--- config.mk ---
export PLATFORM = sky130hd
export DESIGN_NAME = sht40_meas_scheduler
export DESIGN_NICKNAME = d
export VERILOG_FILES = /design/src/rtl/sht40_meas_scheduler.sv
export SDC_FILE = /design/constraint.sdc
export NUM_CORES = 1
export LEC_CHECK = 0
export CAP_MARGIN = 15
export CORE_MARGIN = 2
export CORE_UTILIZATION = 31
export CTS_BUF_LIST = sky130_fd_sc_hd__clkbuf_4 sky130_fd_sc_hd__clkbuf_8
export CTS_CLUSTER_DIAMETER = 80
export DETAILED_ROUTE_END_ITERATION = 10
export PLACE_DENSITY = 0.49
export RECOVER_POWER = 100
export SLEW_MARGIN = 25
export SYNTH_ARGS = -nofsm -noshare
export SYNTH_HDL_FRONTEND = slang
export SYNTH_SLANG_ARGS = --single-unit
--- constraint.sdc ---
create_clock -name clk -period 3.2 [get_ports clk]
set_clock_uncertainty 0.2 [all_clocks]
set_input_delay 0.48 -clock clk [delete_from_list [all_inputs] [get_ports clk]]
set_output_delay 0.48 -clock clk [all_outputs]
set_load 0.02 [all_outputs]
--- src/rtl/sht40_meas_scheduler.sv ---
// sht40_meas_scheduler
//   Sequences the I2C master and SHT40 reader through periodic temperature/RH
//   measurements: write command SHT_CMD to SHT_ADDR, wait for conversion, then
//   read the 6-byte result. Failed attempts (CRC error, missing ready flag or
//   transfer timeout) are retried up to RETRY_MAX times.
// Ports
//   clk, rst             system clock, asynchronous active-high reset
//   enable               level, 1 = periodic measurements every PERIOD_CYC
//   single_shot          one-cycle pulse requesting one measurement
//   master_idle          1 = I2C master idle
//   temp_ready/rh_ready  ready flags from the SHT40 reader
//   crc_error            CRC error flag from the master/reader
//   processor_ready      request strobe to the master (held until it goes busy)
//   i2c_writes           1 = write phase, 0 = read phase
//   peripheral_address   constant SHT_ADDR
//   command_data_frames  constant SHT_CMD
//   busy                 1 whenever not IDLE
//   meas_valid           one-cycle pulse on a successful measurement
//   meas_error           one-cycle pulse when retries are exhausted
//   error_count          saturating count of failed attempts
module sht40_meas_scheduler #(
  parameter logic [6:0]  SHT_ADDR      = 7'h44,
  parameter logic [7:0]  SHT_CMD       = 8'hFD,
  parameter int unsigned MEAS_WAIT_CYC = 1_000_000,
  parameter int unsigned PERIOD_CYC    = 100_000_000,
  parameter int unsigned XFER_TIMEOUT  = 200_000,
  parameter int unsigned RETRY_MAX     = 3
) (
  input  logic       clk,
  input  logic       rst,
  input  logic       enable,
  input  logic       single_shot,
  input  logic       master_idle,
  input  logic       temp_ready,
  input  logic       rh_ready,
  input  logic       crc_error,
  output logic       processor_ready,
  output logic       i2c_writes,
  output logic [6:0] peripheral_address,
  output logic [7:0] command_data_frames,
  output logic       busy,
  output logic       meas_valid,
  output logic       meas_error,
  output logic [7:0] error_count
);

  localparam int unsigned TMR_MAX = (MEAS_WAIT_CYC > XFER_TIMEOUT) ? MEAS_WAIT_CYC : XFER_TIMEOUT;
  localparam int unsigned TW      = $clog2(TMR_MAX + 1);
  localparam int unsigned PW      = $clog2(PERIOD_CYC + 1);
  localparam int unsigned RW      = $clog2(RETRY_MAX + 2);

  localparam logic [TW-1:0] MEAS_LAST   = TW'(MEAS_WAIT_CYC - 1);
  localparam logic [TW-1:0] XFER_LAST   = TW'(XFER_TIMEOUT - 1);
  localparam logic [PW-1:0] PERIOD_LAST = PW'(PERIOD_CYC - 1);
  localparam logic [RW-1:0] RETRY_LAST  = RW'(RETRY_MAX);

  typedef enum logic [2:0] {
    IDLE, WR_REQ, WR_WAIT, MEAS_WAIT, RD_REQ, RD_WAIT, DONE
  } state_t;

  state_t        state, state_d;
  logic [TW-1:0] tmr;
  logic [PW-1:0] period_cnt;
  logic [RW-1:0] retries, retries_d;
  logic [7:0]    err_cnt, err_cnt_d;
  logic          pending, pending_d;
  logic          ran_once;
  logic          temp_f, rh_f, crc_f;
  logic          temp_d, rh_d, crc_d;
  logic          ok, ok_d;
  logic          period_restart;
  logic          xfer_to;

  assign peripheral_address  = SHT_ADDR;
  assign command_data_frames = SHT_CMD;
  assign error_count         = err_cnt;

  always_ff @(posedge clk or posedge rst) begin
    if (rst) begin
      state      <= IDLE;
      tmr        <= '0;
      period_cnt <= '0;
      retries    <= '0;
      err_cnt    <= '0;
      pending    <= 1'b0;
      ran_once   <= 1'b0;
      temp_f     <= 1'b0;
      rh_f       <= 1'b0;
      crc_f      <= 1'b0;
      ok         <= 1'b0;
    end else begin
      state   <= state_d;
      retries <= retries_d;
      err_cnt <= err_cnt_d;
      pending <= pending_d;
      temp_f  <= temp_d;
      rh_f    <= rh_d;
      crc_f   <= crc_d;
      ok      <= ok_d;
      // One timer serves both the conversion wait and the transfer timeout:
      // it restarts on every state change, so each state sees it from zero.
      if (state_d != state)
        tmr <= '0;
      else if (tmr != '1)
        tmr <= tmr + TW'(1);
      if (period_restart) begin
        period_cnt <= '0;
        ran_once   <= 1'b1;
      end else if (period_cnt != PERIOD_LAST) begin
        period_cnt <= period_cnt + PW'(1);
      end
    end
  end

  always_comb begin
    state_d         = state;
    retries_d       = retries;
    err_cnt_d       = err_cnt;
    pending_d       = pending;
    temp_d          = temp_f;
    rh_d            = rh_f;
    crc_d           = crc_f;
    ok_d            = ok;
    period_restart  = 1'b0;
    processor_ready = 1'b0;
    i2c_writes      = 1'b1;
    busy            = (state != IDLE);
    meas_valid      = 1'b0;
    meas_error      = 1'b0;
    xfer_to         = (tmr == XFER_LAST);

    if (single_shot && (state != IDLE))
      pending_d = 1'b1;

    case (state)
      IDLE: begin
        // The first enable-driven start after reset does not wait a period.
        if (single_shot || pending ||
            (enable && (!ran_once || (period_cnt == PERIOD_LAST)))) begin
          state_d        = WR_REQ;
          pending_d      = 1'b0;
          period_restart = 1'b1;
        end
      end
      WR_REQ: begin
        processor_ready = 1'b1;
        if (!master_idle) begin
          state_d = WR_WAIT;
        end else if (xfer_to) begin
          state_d = DONE;
          ok_d    = 1'b0;
        end
      end
      WR_WAIT: begin
        if (master_idle) begin
          state_d = MEAS_WAIT;
          temp_d  = 1'b0;
          rh_d    = 1'b0;
          crc_d   = 1'b0;
        end else if (xfer_to) begin
          state_d = DONE;
          ok_d    = 1'b0;
        end
      end
      MEAS_WAIT: begin
        if (tmr == MEAS_LAST)
          state_d = RD_REQ;
      end
      RD_REQ: begin
        processor_ready = 1'b1;
        i2c_writes      = 1'b0;
        if (!master_idle) begin
          state_d = RD_WAIT;
        end else if (xfer_to) begin
          state_d = DONE;
          ok_d    = 1'b0;
        end
      end
      RD_WAIT: begin
        i2c_writes = 1'b0;
        temp_d     = temp_f | temp_ready;
        rh_d       = rh_f | rh_ready;
        crc_d      = crc_f | crc_error;
        if (master_idle) begin
          state_d = DONE;
          ok_d    = temp_d & rh_d & ~crc_d;
        end else if (xfer_to) begin
          state_d = DONE;
          ok_d    = 1'b0;
        end
      end
      DONE: begin
        if (ok) begin
          meas_valid = 1'b1;
          retries_d  = '0;
          state_d    = IDLE;
        end else begin
          if (err_cnt != 8'hFF)
            err_cnt_d = err_cnt + 8'd1;
          if (retries < RETRY_LAST) begin
            retries_d = retries + RW'(1);
            state_d   = WR_REQ;
          end else begin
            meas_error = 1'b1;
            retries_d  = '0;
            state_d    = IDLE;
          end
        end
      end
      default: state_d = IDLE;
    endcase
  end

endmodule

; ---- Yosys cells after proc, flatten, opt, wreduce, memory -nomap -nowiden
; Index checks and enable logic that the tools add are counted.
[totals]
reg_bits = 67
inputBits = 8
[op_classes]
n_addsub = 4
magnitude_cmp = 1
eq_ne = 16
n_mux = 37
bitwise_logic = 7
n_reduce_logical = 17
[ops]
columns = cell, n
row1 = 2-to-1 mux 27 bit, 2
row2 = 2-to-1 mux 20 bit, 2
row3 = "adder 27 x 1 -> 27 bit, second input constant", 1
row4 = "equality test 27 bit, second input constant", 1
row5 = 2-to-1 mux 3 bit, 9
row6 = "!= test 27 bit, second input constant", 1
row7 = case mux 3 bit (7 select lines), 1
row8 = "adder 20 x 1 -> 20 bit, second input constant", 1
row9 = "equality test 20 x 18 -> 1 bit, second input constant", 1
row10 = "equality test 20 bit, second input constant", 1
row11 = "!= test 20 bit, second input constant", 1
row12 = 2-to-1 mux 1 bit, 19
row13 = "equality test 3 bit, second input constant", 3
row14 = "adder 8 x 1 -> 8 bit, second input constant", 1
row15 = "!= test 8 bit, second input constant", 1
row16 = "equality test 3 x 2 -> 1 bit, second input constant", 2
row17 = case mux 1 bit (2 select lines), 3
row18 = AND reduction 3 bit, 2
row19 = nonzero test 2 bit, 3
row20 = nonzero test 3 bit, 2
row21 = "!= test 2 bit, second input constant", 2
row22 = OR reduction 2 bit, 2
row23 = "adder 3 x 1 -> 3 bit, second input constant", 1
row24 = "equality test 3 x 1 -> 1 bit, second input constant", 1
row25 = 12 further kinds, 19

; ---- Longest topological paths before layout
[logic_depth]
word_depth = 8
depth_mapped = 8
mapped_depth_nobuf = 7

; ---- Worst setup path after synthesis
; OpenSTA, ideal clock, no wires.
[synth_path]
path_type = input -> register
from = input port single_shot
to = register tmr[8]
arrival_time_ps = 1968
required_time_ps = 2904
slack_ps = 936
stages = 6
path_cell_list = o31ai_1 > nand3_1 > o311ai_4 > o2111ai_2 > buf_6 > a311oi_2
[synth_via]
elab_chain_cells = 6
elab_cells_between_ends = 7
classes_between = eq/ne (1) / mux (3) / reduce/logical (3)
[synth_lines]
columns = element, line
row1 = start: declaration, 32  ; input logic single_shot,
row2 = logical OR 1 bit (*) (2 in a row), 138  ; if (single_shot || pending ||
row3 = 2-to-1 mux 3 bit (*), 138
row4 = case mux 3 bit (7 select lines) (*), 135  ; case (state)
row5 = != test 3 bit (*), 102  ; if (state_d != state)
row6 = 2-to-1 mux 20 bit or nonzero test 2 bit (tied branches), --
row7 = end signal: assignment, 105  ; tmr <= tmr + TW'(1);
row8 = end: declaration, 62  ; logic [TW-1:0] tmr;
; Every way passes the cells marked *; elsewhere a longest branch is shown, timed or not.
; A chain may end at the register's enable or synchronous reset.

; ---- Final worst setup path
[layout_path]
from = register period_cnt[9]
to = register tmr[5]
[layout_via]
elab_chain_cells = 8
elab_cells_between_ends = 9
classes_between = eq/ne (2) / mux (3) / reduce/logical (4)
[layout_lines]
columns = element, line
row1 = start: declaration, 63  ; logic [PW-1:0] period_cnt;
row2 = start signal: assignment, 110  ; period_cnt <= period_cnt + PW'(1);
row3 = equality test 27 bit (*), 139  ; (enable && (!ran_once || (period_cnt == PERIOD_LAST)))) begin
row4 = logical OR 1 bit (*), 139
row5 = logical AND 1 bit (*), 139
row6 = logical OR 1 bit (*), 138
row7 = 2-to-1 mux 3 bit (*), 138
row8 = case mux 3 bit (7 select lines) (*), 135
row9 = != test 3 bit (*), 102
row10 = 2-to-1 mux 20 bit or nonzero test 2 bit (tied branches), --
; Marks and branches as above.

==> results <==
- The number of buffers inserted by post-CTS setup repair is 0.
- Yosys printed 0 warnings.
- The most common flop cell mapped by yosys is sky130_fd_sc_hd__dfrtp_1.
- The commonest cells after synthesis are sky130_fd_sc_hd__dfrtp_1 (67), sky130_fd_sc_hd__nor2_1 (67), sky130_fd_sc_hd__nand2_1 (34).
- Once placement finished, the instance area stood at 4050 um2.
- The final weighted congestion of routability-driven global placement is 0.767.
- The reported leakage power is 1.80 nW.
- Once detail routing completed, the nets flagged for antenna violations numbered 0.
- After routing the design area is 4210 um2.
- The die covers 12900 um2.
- Counting flops with a built-in enable in the synthesized netlist gives 0.
- The global-route wire length before repair is 13900 um.
- In the global route stage, overall resource usage came out at 13.5%.
- The delay of the slowest critical-path stage is 0.55 ns.
- The clock insertion delay at the later pin of the skew report is 0.35 ns.
- The count of endpoints failing hold in the final timing report is 0.
- For the finished layout, the period the worst path requires is 2.90 ns.
- Summed over all nets, the switching power comes to 0.000555 W.
- The number of max-cap violations is 0.
- Setup repair after global routing left no endpoint under its margin.
- In the final layout, the share of cells above drive strength 1 is 7.01%.
- The number of antenna violations at the first check in global routing is 0.
- 36 I/O pins were placed.
- The clock drives 67 sinks.
- Based on the critical path, the design can be clocked at up to 345 MHz.
- The critical path capture point type is a flop.
- The final count of pins violating max slew was 0.
- The core region is 11900 um2.
- The fraction of the yosys area taken by sequential cells is 44.9%.
- In this run, the clock network consumes 37.1% of the power.
- After global routing the overflow that remains totals 0.
- After synthesis, the cell types taking the most area are sky130_fd_sc_hd__dfrtp_1 (45%), sky130_fd_sc_hd__xnor2_1 (6.8%), sky130_fd_sc_hd__nor2_1 (6.7%), sky130_fd_sc_hd__xor2_1 (4.5%), sky130_fd_sc_hd__nand2_1 (3.4%).
- The netlist uses 53 different library cells.
- The TritonCTS clock tree is built.
- The number of clock buffers added by TritonCTS is 9.
- The final HPWL from detailed placement is 5630 um.
- The longest clock path from root to sink contains 2 buffers.
- Clock-pin slew was measured on the worst setup and hold paths at 0.07 ns.
- The number of global-route vias before repair came to 2830.
- The number of hold buffers added after CTS was 0.
- The cell chosen for the clock root is sky130_fd_sc_hd__clkbuf_8.
- After detailed routing, the average wire length per cell comes to 14.1 um.
- The detail-routed via count per cell is 4.96.
- Once the floorplan was initialized, standard cells occupied 31.4% of the core.
- Setup violations remaining at the end of the flow were counted as 0.
- The count of buffers added on input and output ports is 20.
- The die is 114 um tall.
- Of all flip-flops after synthesis, the portion carrying an async set or reset was 100%.
- For this run, design rule violations remaining after detail routing come to 0.
- The synthesized design spends more area on one cell type than any other, namely sky130_fd_sc_hd__dfrtp_1.
- In this run, the number of DRC markers left after iteration 0 of detailed routing was 97.
- Of the available clock period, the critical path in the final layout requires 90.6%.
- The length of the first detailed-routing pass in iterations is 4.
- The flip-flop and latch count after synthesis is 67.
- The slowest stage cell on the critical path is sky130_fd_sc_hd__or4b_1.
- After synthesis, the mean cell area works out to 9.41 um2.
- Of the total power, combinational logic draws 11.5%.
- The area added between synthesis and finish is 12.8%.
- The path class of the lowest-slack min-delay path is flop to flop.
- Total power for the finished layout comes to 0.00199 W.
- The number of gates resized after CTS was 0.
- STA classifies the critical path startpoint as a flop.
- Traced cell by cell, the critical path runs through or4b_1, nor4_2, and3_1, o311ai_4, o2111ai_1, buf_4, nor2_1.
- The number of H-tree levels is 3.
- The final-stage net count is 436.
- The number of antenna diodes in the final layout is 0.
- The number of standard-cell rows in the floorplan is 40.
- The internal power of the cells totals 0.00143 W.
- The run finished with clean final reports.
- Data on the critical path is required at its endpoint by 3.24 ns.
- The cell count after synthesis is 397.
- The maximum fanout count along the critical path is 11.
- At the pin with the least slew margin, the transition time is 1.15 ns.
- The total negative setup slack is 0 ns.
- The normalized max-slew margin is 23.2%.
- Entering global routing, the biggest net connects 29 pins.
- The portion of synthesized cell area occupied by the leading cell type is 44.9%.
- By startpoint and endpoint, the worst setup path is classified as flop to flop.
- Data arrives at the worst endpoint at 2.94 ns.
- The via total after detailed routing is 2854.
- The relative contribution of sequential cells to total power is 51.4%.
- In this run the cell area of the synthesized design comes to 3740 um2.
- Dividing total power by cell area gives a power density of 472 nW/um2.
- The worst-case vdd ir drop is 0.167 mV.
- The total wire length is 8100 um.
- The width of the die is 114 um.
- The share of total power consumed by net switching is 27.9%.
flip-flops by register name, summed over array words and instances (netlist names):
signal       cells
period_cnt      27
tmr             20
error_count      8
retries          3
state            3
crc_f            1
ok               1
pending          1
ran_once         1
rh_f             1
temp_f           1
power groups by stage:
| stage | Sequential (W) | Clock (W) | Combinational [W] |
|---|---|---|---|
| finish | 0.00102 | 0.000737 | 0.000229 |
| global route | 0.00104 | 0.000801 | 0.000268 |
| CTS | 0.00102 | 0.000769 | 0.000236 |
| detailed placement | 0.00104 | 0 | 0.000235 |
| global placement | 0.00104 | 0 | 0.000228 |
| floorplan | 0.00100 | 0 | 0.000202 |
routing by layer:
layer | up-vias | GRT usage [%] | part of all wire [%]
li1 | 1402 | - | -
met1 | 1397 | 18.9 | 50
met2 | 47 | 20.5 | 46
met3 | 8 | 2.71 | 2.7
met4 | 0 | 5.69 | 1.5
met5 | - | 0 | 0
cell type report:
type                    instances  area (um2)
multi-input cells             303        1850
clock inverters                 2        35.0
repair buffers                 31         253
well taps                     147         184
flip-flops and latches         67        1680
fillers                      1242        7700
clock buffers                  13         166
inverters                      12        45.0
worst max-delay path: cells and delay by family (launching register included):
kind / cells / cell delay, ns
compound gates: 2 / 0.56
buf+inv: 1 / 0.31
flops: 1 / 0.40
simple gates: 4 / 1.32
layout by cell type (no fill, tap or decap), types with 3 or more instances in the layout:
master,synthesis,layout
sky130_fd_sc_hd__conb_1,2,15
sky130_fd_sc_hd__or4_1,4,4
sky130_fd_sc_hd__nor3b_1,4,4
sky130_fd_sc_hd__dfrtp_1,67,67
sky130_fd_sc_hd__nand2_1,34,34
sky130_fd_sc_hd__o31ai_1,3,3
sky130_fd_sc_hd__clkbuf_1,5,8
sky130_fd_sc_hd__nand3_1,18,18
sky130_fd_sc_hd__inv_1,12,12
sky130_fd_sc_hd__a31oi_1,7,7
sky130_fd_sc_hd__ha_1,4,4
sky130_fd_sc_hd__dlygate4sd3_1,0,15
sky130_fd_sc_hd__xor2_1,19,19
sky130_fd_sc_hd__and3_1,12,12
sky130_fd_sc_hd__buf_4,15,3
sky130_fd_sc_hd__nand2b_1,3,3
sky130_fd_sc_hd__nor4_1,6,6
sky130_fd_sc_hd__mux2i_1,3,3
sky130_fd_sc_hd__clkdlybuf4s50_1,0,5
sky130_fd_sc_hd__and4_1,5,5
sky130_fd_sc_hd__nor3_1,9,9
sky130_fd_sc_hd__nand4_1,12,12
sky130_fd_sc_hd__xnor2_1,29,29
sky130_fd_sc_hd__nor2_1,67,68
sky130_fd_sc_hd__clkbuf_8,0,11
sky130_fd_sc_hd__o21ai_0,8,8
sky130_fd_sc_hd__a21oi_1,6,6
cells by family after synthesis:
| logic type | count (synthesis) | share of synthesized area, % |
|---|---|---|
| compound gates | 39 | 8.04 |
| xor+xnor | 48 | 11.3 |
| fa+ha+maj | 4 | 1.34 |
| buf+inv | 40 | 6.60 |
| flops | 67 | 44.9 |
| mux | 4 | 1.11 |
| other cells | 2 | 0.201 |
| simple gates | 193 | 26.6 |
path summary, 6_finish.rpt:
check / from / endpoint / slack, ns / cells after the start
max reg2reg: period_cnt[9] / tmr[5] / 0.30 / 7
min in group asynchronous: rst / period_cnt[21] / 0.66 / 2
max in group asynchronous: rst / tmr[1] / 0.54 / 3
max: period_cnt[9] / tmr[5] / 0.30 / 7
min: ran_once / ran_once / 0.27 / 1
min reg2reg: ran_once / ran_once / 0.27 / 1
through the flow:
stage	setup slack (ns)	util [%]	hold slack (ns)	cells
6_report	0.301	35.4	0.269	575
5_1_grt	0.135	35.4	0.298	575
4_1_cts	0.334	35.7	0.272	575
3_5_place_dp	0.365	34.0	0.250	560
3_3_place_gp	0.394	34.0	0.255	560
2_1_floorplan	0.837	-	0.232	410
Note: power is estimated with default switching activity, not from simulation.
==> variant 1: new RTL, same flow settings <==
The 7 states of `state_t` get a one-hot encoding in 7 bits.
--- a/src/rtl/sht40_meas_scheduler.sv
+++ b/src/rtl/sht40_meas_scheduler.sv
@@ -56,4 +56,4 @@
 
-  typedef enum logic [2:0] {
-    IDLE, WR_REQ, WR_WAIT, MEAS_WAIT, RD_REQ, RD_WAIT, DONE
+  typedef enum logic [6:0] {
+    IDLE = 7'b0000001, WR_REQ = 7'b0000010, WR_WAIT = 7'b0000100, MEAS_WAIT = 7'b0001000, RD_REQ = 7'b0010000, RD_WAIT = 7'b0100000, DONE = 7'b1000000
   } state_t;
Behaviour: no difference found for any inputs over 10 cycles, from zero or initial values and one cycle with rst high; not proved beyond that.
==> variant 1 against the unedited design <==
- the flow now finishes with violations (max-capacitance violations, max-slew violations)
- first-iteration DRC count grew 120%
- wire length grew 11%
- area after synthesis grew 14%
- global-route usage shrank 0.14 points
- register-to-register slack gained 120 ps
- design area grew 11%
- hold slack gained 7.8 ps
- setup slack lost 150 ps
- sequential cell count grew 4
- critical path type is now flip-flop to primary output
- critical endpoint is now meas_valid
- largest cell class unchanged
Power is not compared: it rests on default switching activity, and its combinational part moved more than twofold at a synthesized area within 25%.
==> variant 1: results <==
{
  "status": "finished with violations",
  "violations": "max-capacitance violations, max-slew violations",
  "cts_root_buf": "clkbuf_8",
  "placed_area_mm2": 0.00462,
  "nets": 475,
  "met2_length_um": 4110,
  "hp-class": "flip-flop to flip-flop",
  "post-route-drc-count": 0,
  "ys_top_cells_by_area": "dfrtp_1 41%, xnor2_1 6.0%, nor2_1 5.3%",
  "drive_gt1_frac": 0.0940,
  "relSlewSlack": -0.187,
  "yosysUniqueCellTypes": 65,
  "wl_met3_um": 284,
  "routedLengthMet1_um": 4410,
  "ys_top_cells_by_count": "70 x dfrtp_1, 60 x nor2_1, 29 x xnor2_1, 25 x nand2_1",
  "grt_max_degree": 72,
  "p_total_mw": 2.86,
  "stdcell_count": 644,
  "yosysSeqAreaShare": 0.419,
  "pre_cts_ws_ps": 393,
  "clock_path_buffers": 2,
  "routed_wirelength_um": 9020,
  "grt_pass1_vias": 3155,
  "numPortBuffers": 20,
  "htree_levels": 3,
  "cp_data_arrival_time_ps": 2370,
  "p_leak_nw": 1.96,
  "p_sw_frac": 0.357,
  "avgSynthCellArea_um2": 9.76,
  "ys_warn_count": 0,
  "place_inst": 628,
  "critPathKind": "flip-flop to primary output",
  "path_max_fanout": 9,
  "grt_pass1_wl_um": 15500,
  "place_hpwl_um": 6310,
  "vias": 3204,
  "slew_viol_final": 72,
  "dr.first_iter.drc_count": 210,
  "gp_congestion": 0.820,
  "drv_cap": 1,
  "grt_util_all_layers": 0.134
}
## variant 1: final cells by class
type                       instances  area (um2)
fill                            1387        8600
multi-input combinational        336        2110
sequential                        71        1780
timing repair buffer              35         299
tap                              176         220
clock buffer                      10         138
clock inverter                     6         108
inverter                          10        37.5
## variant 1: worst paths after layout
check                            endpoint  cells after the start      from  slack [ps]
min reg2reg                      ran_once                      1  ran_once         280
max in group asynchronous          temp_f                      3       rst         740
max reg2reg                        tmr[8]                      7    tmr[9]         420
max                            meas_valid                      5  state[3]         150
min in group asynchronous  period_cnt[17]                      3       rst         990
min                              ran_once                      1  ran_once         280
## variant 1: logic make-up (layout without fill, tap and decap cells)
| group | Yosys count | count (layout) | synth area share |
|---|---|---|---|
| AOI/OAI and AO/OA | 38 | 38 | 0.0681 |
| xor gates and xnor gates | 49 | 49 | 0.101 |
| adders and majority gates | 4 | 4 | 0.0118 |
| buffers and inverters | 41 | 61 | 0.0631 |
| and+or+nand+nor | 224 | 224 | 0.321 |
| muxes | 6 | 6 | 0.0144 |
| DFF | 71 | 71 | 0.419 |
| other | 2 | 15 | 0.00177 |
## variant 1: repair_timing
item	in CTS	in global routing
resized for setup	1	1
cloned	0	0
setup endpoints to repair	1	1
pin swaps	0	0
setup buffers	0	0
## variant 1: layer usage
| layer | vias to the layer above | track usage |
|---|---|---|
| met3 | 15 | 0.0254 |
| met4 | 0 | 0.0654 |
| met5 | - | 0 |
| met2 | 47 | 0.201 |
| met1 | 1580 | 0.184 |
| li1 | 1562 | - |
## variant 1: worst max-delay path, cell delays in order (launching register included)
cell and delay (ps):
dfrtp_1 530, nor2_4 220, nor4b_2 270, nand3_1 240
nor2_1 150, clkdlybuf4s50_1 610
==> variant 2: new RTL, same settings <==
Without the edit above. The parameter `MEAS_WAIT_CYC` goes from 1_000_000 to 2_000_000.
--- a/src/rtl/sht40_meas_scheduler.sv
+++ b/src/rtl/sht40_meas_scheduler.sv
@@ -23,3 +23,3 @@
   parameter logic [7:0]  SHT_CMD       = 8'hFD,
-  parameter int unsigned MEAS_WAIT_CYC = 1_000_000,
+  parameter int unsigned MEAS_WAIT_CYC = 2_000_000,
   parameter int unsigned PERIOD_CYC    = 100_000_000,
Formal check against the unedited RTL: same outputs for any inputs over 10 cycles, from zero or initial values and one cycle with rst high; that may be too few to reach the edited logic, so the function may still have changed.
==> variant 2 against the unedited design <==
- count of clock-buffer cells in the layout fell by 1
- power is 6.9% higher
- setup slack got worse by 72 ps
- hold slack improved by 4.4 ps
- area after synthesis up 12%
- design area rose by 12%
- critical path depth decreased by 2
- combinational power grew 59%
- sequential cell count is 1 higher
- wire length rose by 22%
- largest cell class unchanged
- largest power group unchanged
==> variant 2: results <==
{
  "status": "complete, no violations",
  "tns_ps": 0,
  "dr.first_iter.drc_count": 247,
  "fin_ws_ps": 229,
  "drive_gt1_frac": 0.0948,
  "reg2reg_from": "tmr[13]",
  "stdcell_count": 661,
  "yosysUniqueCellTypes": 66,
  "critPathKind": "flip-flop to flip-flop",
  "post-cts-setup-buffer-count": 0,
  "numPortBuffers": 20,
  "grt_pass1_wl_um": 16800,
  "hp-class": "flip-flop to flip-flop",
  "vdd_ir_drop_max_v": 0.000170,
  "synth_compound_area_frac": 0.171,
  "htree_levels": 3,
  "nets": 492,
  "yosysSeqAreaShare": 0.406,
  "critPathSlowestCell": "nor3_2",
  "via_per_inst": 5.23,
  "relSlewSlack": 0.283,
  "synth_xor_area_frac": 0.0816,
  "synth_ff_type": "dfrtp_1",
  "p_leak_nw": 1.89,
  "num-fill-cells": 1389,
  "place_inst": 645,
  "rr_worst_depth": 5,
  "place_hpwl_um": 6700,
  "cts_root_buf": "clkbuf_8",
  "grt_max_degree": 42,
  "hold_violations": 0,
  "hold_start": "ran_once",
  "ys_top_cells_by_area": "dfrtp_1 41%, xnor2_1 6.9%, nor2_1 4.0%",
  "ys_top_cells_by_count": "68 x dfrtp_1, 45 x nor2_1, 33 x xnor2_1, 31 x nand2_1, 22 x o21ai_0",
  "pre_cts_ws_ps": 246,
  "power_switching_uw": 646,
  "crit_end": "tmr[18]",
  "placed_area_mm2": 0.00455,
  "avgSynthCellArea_um2": 9.10,
  "grt_util_all_layers": 0.144,
  "critical_path.max_stage_delay_ps": 840,
  "wl_per_cell_um": 14.9,
  "path_max_fanout": 13,
  "synth-adder-area-share": 0.0143,
  "pg_comb_uw": 365,
  "muxShareOfSynthArea": 0.00508,
  "grt_pass1_vias": 3380,
  "gp_congestion": 0.851,
  "p_total_mw": 2.13
}
==> variant 2: worst min-delay path by stage <==
stage	to	cells past startpoint	slack, ps
after CTS	ran_once	1	280
after global placement	ran_once	1	250
after detailed placement	ran_once	1	260
after floorplan	ran_once	1	230
final	ran_once	1	270
after global routing	ran_once	1	310
==> variant 2: worst reg2reg max path: cells and delay by family (launching register included) <==
family / cells / cell delay [ps]
compound gates: 2 / 350
flops: 1 / 450
simple gates: 3 / 1810
==> variant 2: area by class of cell <==
class,count,area (um2),share of cell area
clock buffer,12,153,0.0324
clock inverter,4,48.8,0.0103
inverter,15,56.3,0.0119
multi-input combinational,350,2230,0.473
sequential,68,1700,0.361
tap,176,220,0.0467
timing repair buffer,36,305,0.0647
==> variant 2: metal layers <==
metal	global-route usage	vias to the layer above	part of all wire
li1	-	1695	-
met1	0.198	1704	0.50
met2	0.221	52	0.46
met3	0.0358	7	0.027
met4	0.0465	0	0.010
met5	0	-	0
